===== src/rtl/seq_chunk_adder_pkg.sv =====
// Shared types and defaults for the chunked sequential adder.
// Also holds the one-bit full-adder cell that the chunk adder chains together.
package seq_chunk_adder_pkg;

    localparam int unsigned DEFAULT_WIDTH = 16;
    localparam int unsigned DEFAULT_CHUNK = 4;

    typedef enum logic {
        S_IDLE = 1'b0,
        S_RUN  = 1'b1
    } state_e;

    // Returns {carry_out, sum_bit}.
    function automatic logic [1:0] full_add(input logic x, input logic y, input logic ci);
        return {(x & y) | (ci & (x ^ y)), x ^ y ^ ci};
    endfunction

endpackage


===== src/rtl/chunk_ripple_adder.sv =====
// Combinational W-bit ripple-carry adder built from a chain of full-adder cells.
// Also exposes the carry into the MSB so the caller can derive signed overflow.
module chunk_ripple_adder
    import seq_chunk_adder_pkg::*;
#(
    parameter int unsigned W = DEFAULT_CHUNK
) (
    input  logic [W-1:0] a,
    input  logic [W-1:0] b,
    input  logic         cin,
    output logic [W-1:0] sum,
    output logic         cout,
    output logic         cmsb
);

    logic [W:0] c;

    always_comb begin
        c    = '0;
        sum  = '0;
        c[0] = cin;
        for (int unsigned i = 0; i < W; i++) begin
            {c[i+1], sum[i]} = full_add(a[i], b[i], c[i]);
        end
    end

    assign cout = c[W];
    assign cmsb = c[W-1];

endmodule


===== src/rtl/seq_chunk_adder.sv =====
// Multi-cycle add/subtract unit: one CHUNK-bit ripple adder reused over WIDTH/CHUNK cycles,
// LSB chunk first, with start/busy/done handshake and registered sum/carry/ovf.
module seq_chunk_adder
    import seq_chunk_adder_pkg::*;
#(
    parameter int unsigned WIDTH = DEFAULT_WIDTH,
    parameter int unsigned CHUNK = DEFAULT_CHUNK
) (
    input  logic             clk,
    input  logic             rst,
    input  logic             start,
    input  logic             sub,
    input  logic [WIDTH-1:0] a,
    input  logic [WIDTH-1:0] b,
    input  logic             cin,
    output logic             busy,
    output logic             done,
    output logic [WIDTH-1:0] sum,
    output logic             carry,
    output logic             ovf
);

    localparam int unsigned NCHUNK = WIDTH / CHUNK;
    localparam int unsigned CNT_W  = $clog2(NCHUNK) + 1;
    localparam logic [CNT_W-1:0] LAST_CNT = CNT_W'(NCHUNK - 1);

    if (CHUNK == 0 || (WIDTH % CHUNK) != 0) begin : g_bad_param
        $error("seq_chunk_adder: WIDTH must be a nonzero multiple of CHUNK");
    end

    state_e           state_q, state_d;
    logic [CNT_W-1:0] cnt_q, cnt_d;
    logic [WIDTH-1:0] opa_q, opa_d;
    logic [WIDTH-1:0] opb_q, opb_d;
    logic             cr_q, cr_d;
    logic [WIDTH-1:0] res_q, res_d;
    logic [WIDTH-1:0] sum_q, sum_d;
    logic             carry_q, carry_d;
    logic             ovf_q, ovf_d;
    logic             done_q, done_d;

    logic [CHUNK-1:0] chunk_sum;
    logic             chunk_cout;
    logic             chunk_cmsb;

    chunk_ripple_adder #(.W(CHUNK)) u_rca (
        .a    (opa_q[CHUNK-1:0]),
        .b    (opb_q[CHUNK-1:0]),
        .cin  (cr_q),
        .sum  (chunk_sum),
        .cout (chunk_cout),
        .cmsb (chunk_cmsb)
    );

    always_comb begin
        state_d = state_q;
        cnt_d   = cnt_q;
        opa_d   = opa_q;
        opb_d   = opb_q;
        cr_d    = cr_q;
        res_d   = res_q;
        sum_d   = sum_q;
        carry_d = carry_q;
        ovf_d   = ovf_q;
        done_d  = 1'b0;

        case (state_q)
            S_IDLE: begin
                if (start) begin
                    // Subtract is a + ~b + ~cin, so cin behaves as a borrow-in.
                    opa_d   = a;
                    opb_d   = sub ? ~b : b;
                    cr_d    = sub ^ cin;
                    cnt_d   = '0;
                    state_d = S_RUN;
                end
            end
            S_RUN: begin
                opa_d = opa_q >> CHUNK;
                opb_d = opb_q >> CHUNK;
                res_d = res_q >> CHUNK;
                res_d[WIDTH-1 -: CHUNK] = chunk_sum;
                cr_d  = chunk_cout;
                cnt_d = cnt_q + CNT_W'(1);
                if (cnt_q == LAST_CNT) begin
                    state_d = S_IDLE;
                    sum_d   = res_d;
                    carry_d = chunk_cout;
                    ovf_d   = chunk_cout ^ chunk_cmsb;
                    done_d  = 1'b1;
                end
            end
            default: state_d = S_IDLE;
        endcase
    end

    always_ff @(posedge clk) begin
        if (rst) begin
            state_q <= S_IDLE;
            cnt_q   <= '0;
            opa_q   <= '0;
            opb_q   <= '0;
            cr_q    <= 1'b0;
            res_q   <= '0;
            sum_q   <= '0;
            carry_q <= 1'b0;
            ovf_q   <= 1'b0;
            done_q  <= 1'b0;
        end else begin
            state_q <= state_d;
            cnt_q   <= cnt_d;
            opa_q   <= opa_d;
            opb_q   <= opb_d;
            cr_q    <= cr_d;
            res_q   <= res_d;
            sum_q   <= sum_d;
            carry_q <= carry_d;
            ovf_q   <= ovf_d;
            done_q  <= done_d;
        end
    end

    assign busy  = (state_q == S_RUN);
    assign done  = done_q;
    assign sum   = sum_q;
    assign carry = carry_q;
    assign ovf   = ovf_q;

endmodule

===== config.mk =====
export PLATFORM = sky130hd
export DESIGN_NAME = seq_chunk_adder
export DESIGN_NICKNAME = d
export VERILOG_FILES = /design/src/rtl/seq_chunk_adder_pkg.sv /design/src/rtl/chunk_ripple_adder.sv /design/src/rtl/seq_chunk_adder.sv
export SDC_FILE = /design/constraint.sdc
export NUM_CORES = 1
export LEC_CHECK = 0
export BUFFER_PORTS_ARGS = -buffer_cell sky130_fd_sc_hd__buf_2
export CORE_MARGIN = 2
export CORE_UTILIZATION = 30
export CTS_BUF_LIST = sky130_fd_sc_hd__clkbuf_4
export DETAILED_ROUTE_END_ITERATION = 6
export GPL_ROUTABILITY_DRIVEN = 0
export MAX_ROUTING_LAYER = met4
export PLACE_DENSITY_LB_ADDON = 0.08
export SYNTH_ARGS = -nofsm -noshare
export SYNTH_HDL_FRONTEND = slang
export SYNTH_SLANG_ARGS = --single-unit

===== constraint.sdc =====
create_clock -name clk -period 3.95 [get_ports clk]
set_input_delay 0.5925 -clock clk [delete_from_list [all_inputs] [get_ports clk]]
set_output_delay 0.5925 -clock clk [all_outputs]
set_load 0.01 [all_outputs]

==> flow_summary.toml, run 1 <==
[run_status]
status = "completed"

[critical_path]
cp_num_buf_inv = 3
crit_path_end_kind = "flop"
crit_required_ps = 4280
critical_path_class = "reg -> reg"
reg2regPathDepth = 8
path_common_cell = "fa_1"
cp_top_family = "adder cells"
slowest_delay_ps = 420
cp_slowest_cell = "fa_1"
start_kind = "flop"
r2r_slack_ps = 1730
r2r_end = "res_q[15]$_SDFFE_PP0P_"
crit_fanout = 2
path_cells = "inv_1 -> fa_1 -> inv_1 -> fa_1 -> fa_1 -> inv_1 -> fa_1 -> a211oi_1"
r2r-start = "opa_q[0]$_SDFFE_PP0P_"
worstPathArrival_ps = 2550

[die]
boundaryPins = 57
rows = 36
core_area_sq_um = 9729
die_h_um = 103.9
die_area_sq_um = 10800
die_w_um = 103.9
initial_utilization_pct = 30.80

[grt]
antenna_found_initial = 0
grtUsageTotal_pct = 13.05
grt_pass1_wl_um = 10880
grt_max_degree = 43
grt_pass1_vias = 2101
overflow = 0

[route]
vias_per_cell = 4.557
drc = 0
drt_iter0_drc = 87
drt-total-wl_um = 6381
firstDrtPassIters = 4
post_drt_wl_per_cell_um = 13.99
ant_nets = 0
num_vias = 2078

[yosys]
synth_top_area_cell = "dfxtp_1"
syn_inst = 273
synth_commonest_cells = "dfxtp_1, mux2i_1, nor2_1"
yosysMostFrequentCell = "dfxtp_1"
synth_edf_count = 0
synth-warning-count = 0
synth.avg_cell_area_sq_um = 10.98
yosysSeqAreaShare_pct = 45.43
synthDistinctLibCells = 28
syn_area_sq_um = 2997
async_reset_ff_share_pct = 0
syn_nets = 316
ys_ff_latch = 68
synth_top_cell_area_share_pct = 45.43
synth_flop_cell = "dfxtp_1"
synth.area.top_cells = "dfxtp_1, mux2i_1, xnor2_1, o221ai_2, a211oi_1"

[min_path]
min_path_type = "in -> reg"
min_to = "opa_q[14]$_SDFFE_PP0P_"
min_path_cells = 3
min_from = "a[14]"

[cts]
tritoncts = "built"
clkTransAtPathRegs_ps = 110
clk_latency_ps = 410
root_buffer = "clkbuf_4"
ctsHtreeMaxLevel = 3
post_cts.resized_instances = 0
hold_buffers = 0
cts_setup_buffers = 0
numCtsBuffers = 9
cts.sink_count = 68
clockBufferDepth = 2

[run]
max-cap-violations = 0

[sta]
clock.fmax_mhz = 450.2
hold_viol_final = 0
tns_ps = 0
tightest_slew_ps = 891.8
finClkSkew_ps = 9.342
slew_viol_final = 0
setup_slack_ps = 1729
rsz0062_at_grt = "false"
setup_viol = 0
fin_crit_sh_pct = 56.24
min_period_ps = 2221
relSlewSlack_pct = 40.54

[placed_design]
port_buffers = 56
dp.cells = 440
pre_cts_slack_ps = 1752
dp_hpwl_um = 4151

[finish]
final_cells = 456
fin_nets = 361
drive_gt1_share_pct = 26.93
syn_to_final_growth_pct = 14.11
antennaDiodeCount = 0

[pwr]
leakagePower_uw = 0.001366
max-vdd-ir-drop_v = 0.0001796
p_per_area_nw_per_um2 = 396.2
## layout by cell type, fill, tap and decap left out, types with 4 or more instances in the layout
master / count
a211oi_1: 18
a22o_1: 15
buf_2: 56
clkbuf_4: 9
dfxtp_1: 67
fa_1: 4
inv_1: 10
mux2i_1: 26
nand2_1: 13
nor2_1: 20
nor2b_1: 12
o221ai_2: 10
or4b_1: 13
xnor2_1: 18
## report_power, final
part,switching (uW),total (uW),internal [uW]
Sequential,28.4,748,720
Combinational,81.8,157,75.2
Clock,261,450,189
Total,371,1350,984
## cell type report
| type | count | area [sq um] |
|---|---|---|
| flip-flops and latches | 68 | 1363 |
| clock inverters | 7 | 67.56 |
| inverters | 10 | 37.54 |
| well taps | 133 | 166.4 |
| repair buffers | 58 | 295.3 |
| fillers | 1022 | 6310 |
| multi-input cells | 171 | 1423 |
| clock buffers | 9 | 67.56 |
## state kept, by name, indices dropped and copies added, names as in the netlist
| name | flops |
|---|---|
| busy | 1 |
| done | 1 |
| sum | 16 |
| carry | 1 |
| ovf | 1 |
| res_q | 12 |
| cnt_q | 3 |
| cr_q | 1 |
| opb_q | 16 |
| opa_q | 16 |
## logic make-up after synthesis
logic type	after synthesis	share of synthesized area, %
flops	68	45.43
simple gates	67	13.32
compound gates	54	16.70
buf+inv	34	7.098
mux	26	8.685
xor+xnor	18	5.261
fa+ha+maj	6	3.507
## worst max-delay path by stage
stage,from,to,slack [ps],cells past startpoint
after floorplan,opa_q[0]$_SDFFE_PP0P_,res_q[15]$_SDFFE_PP0P_,1840,8
after global placement,start,cr_q$_SDFFE_PP0P_,1760,3
after detailed placement,opa_q[0]$_SDFFE_PP0P_,ovf$_SDFFE_PP0P_,1750,9
after CTS,opa_q[0]$_SDFFE_PP0P_,res_q[15]$_SDFFE_PP0P_,1740,8
after global routing,opa_q[0]$_SDFFE_PP0P_,res_q[15]$_SDFFE_PP0P_,1590,8
final,opa_q[0]$_SDFFE_PP0P_,res_q[15]$_SDFFE_PP0P_,1730,8
## per-stage QoR
| step | cell area, sq um | hold WS (ps) | total power, uW | util, % |
|---|---|---|---|---|
| after floorplan | 2997 | 441.7 | 882.8 | - |
| after global placement | 3284 | 455.8 | 924.4 | 33.76 |
| after detailed placement | 3284 | 454.8 | 924.8 | 33.76 |
| after CTS | 3420 | 385.1 | 1387 | 35.15 |
| after global routing | 3420 | 406.1 | 1434 | 35.15 |
| final | 3420 | 416.9 | 1355 | 35.15 |
## worst min-delay path, cell delays in order
cell,delay [ps]
buf_2,80
mux2i_1,50
nor2_1,70
## layer usage
metal	GRT usage, %	part of all wire [%]	vias to the layer above
met5	-	0	-
met4	4.344	1.1	0
met1	17.48	52	949
met3	4.198	4.3	9
met2	18.56	43	47
li1	-	-	1073
No activity file was read; power rests on OpenSTA's default activity.
==> inputs of run 2 (changes only) <==
==> constraint.sdc (replaced) <==
create_clock -name clk -period 2.3 [get_ports clk]
set_input_delay 0.345 -clock clk [delete_from_list [all_inputs] [get_ports clk]]
set_output_delay 0.345 -clock clk [all_outputs]
set_load 0.01 [all_outputs]
==> run 2 against run 1 <==
Net effect:
- utilization grew 0.77 points
- worst setup slack lost 1600 ps
- worst hold slack lost 260 ps
- cell count grew 1.1%
- sequential power grew 71%
- first-iteration DRC count shrank 60%
- routed wire length grew 3.3%
- global-route usage grew 0.21 points
- critical endpoint unchanged
==> flow_summary.toml, run 2 (synthesis results as in run 1) <==
[run_status]
status = "completed"

[critical_path]
crit_fanout = 2
critical_path_class = "reg -> reg"
crit_path_end_kind = "flop"
worstPathArrival_ps = 2480
path_common_cell = "inv_1"
cp_slowest_cell = "fa_2"
r2r_slack_ps = 180
crit_required_ps = 2660
slowest_delay_ps = 450
path_cells = "inv_1 -> fa_1 -> inv_1 -> fa_1 -> fa_2 -> inv_1 -> fa_2 -> a211oi_2"
start_kind = "flop"
startpoint = "opa_q[0]$_SDFFE_PP0P_"
r2r-start = "opa_q[0]$_SDFFE_PP0P_"

[die]
boundaryPins = 57
die_w_um = 103.9
initial_utilization_pct = 30.80
core_area_sq_um = 9729
die_area_sq_um = 10800
die_h_um = 103.9
rows = 36

[pwr]
combPwrFrac_pct = 12.4
p_sw_uw = 662.5
power_switching_share_pct = 27.90
p_per_area_nw_per_um2 = 679.7
pwr-share-clk_pct = 33.9
leakagePower_uw = 0.001404
max-vdd-ir-drop_v = 0.0002360
seq_power_share_pct = 53.7
power.internal_uw = 1713

[grt]
grt_max_degree = 54
met2_usage_pct = 17.95
grt_pass1_vias = 2111
grt_pass1_wl_um = 11140
antenna_found_initial = 1
grt_use_met1_pct = 18.46
busiest_layer = "met1"
grtUsageTotal_pct = 13.26
overflow = 0
grt_use_met3_pct = 4.010

[cts]
clkTransAtPathRegs_ps = 130
clockBufferDepth = 2
ctsHtreeMaxLevel = 3
hold_buffers = 0
root_buffer = "clkbuf_4"
cts_setup_buffers = 0
clk_latency_ps = 420
cts.sink_count = 68
tritoncts = "built"
numCtsBuffers = 9

[sta]
hold_viol_final = 0
fin_crit_sh_pct = 92.26
setup_viol = 0
slew_viol_final = 0
finClkSkew_ps = 16.62
rsz0062_at_grt = "false"
clock.fmax_mhz = 471.3
relSlewSlack_pct = 63.88
hold_ws_ps = 159.4
min_period_ps = 2122
tightest_slew_ps = 541.2
tns_ps = 0

[route]
drc = 0
ant_nets = 0
vias_per_cell = 4.603
post_drt_wl_per_cell_um = 14.30
drt_iter0_drc = 35
num_vias = 2122
firstDrtPassIters = 4
drt-total-wl_um = 6590

[placed_design]
port_buffers = 56
dp_hpwl_um = 4294
dp.cells = 444

[finish]
final_cells = 461
drive_gt1_share_pct = 29.05
final_cell_mix = "dfxtp_1, buf_2, mux2i_1"
layout_commonest_cell = "dfxtp_1"
fin_nets = 365
syn_to_final_growth_pct = 16.62

[run]
max-cap-violations = 0

[min_path]
min_from = "a[14]"
min_path_type = "in -> reg"
-- run 2: metrics by stage --
step	power (uW)	util, %	cell area (sq um)	setup slack [ps]
floorplan	1516	-	2997	194.5
global placement	1599	34.32	3339	111.0
detailed placement	1598	34.32	3339	97.99
CTS	2425	35.79	3482	79.04
global route	2514	35.92	3495	33.61
finish	2375	35.92	3495	178.0
-- run 2: what timing repair did --
| action | in CTS | in global routing |
|---|---|---|
| endpoints found under the hold margin | 0 | 0 |
| resized for setup | 0 | 3 |
| setup endpoints to repair | 0 | 2 |
-- run 2: path summary, 6_finish.rpt --
| path | endpoint | cells past startpoint |
|---|---|---|
| min | opa_q[14]$_SDFFE_PP0P_ | 3 |
| min reg2reg | sum[12]$_SDFFE_PP0P_ | 1 |
| max | res_q[15]$_SDFFE_PP0P_ | 8 |
| max reg2reg | res_q[15]$_SDFFE_PP0P_ | 8 |
-- run 2: critical path: cells and delay by family (launching register included) --
family | cells | cell delay, ps
compound gates | 1 | 170
fa+ha+maj | 4 | 1360
buf+inv | 3 | 200
flops | 1 | 330
-- run 2: cell type report --
cell class / instances / area (sq um)
fill: 1040 / 6235
multi-input combinational: 171 / 1433
sequential: 68 / 1363
timing repair buffer: 62 / 350.3
tap: 133 / 166.4
clock inverter: 7 / 75.07
clock buffer: 9 / 67.56
inverter: 10 / 37.54
antenna: 1 / 2.502
-- run 2: power by group through the flow --
stage | registers (uW) | clock network [uW] | logic, uW
CTS | 1280 | 851 | 297
global route | 1280 | 901 | 329
finish | 1280 | 805 | 294
detailed placement | 1300 | 0 | 295
floorplan | 1290 | 0 | 230
global placement | 1300 | 0 | 295
-- run 2: layer usage --
metal	wire, um	part of all wire, %	vias to the layer above
met5	0	0	-
met4	76	1.2	0
met3	411	6.2	11
met2	2762	42	57
met1	3340	51	970
li1	-	-	1084
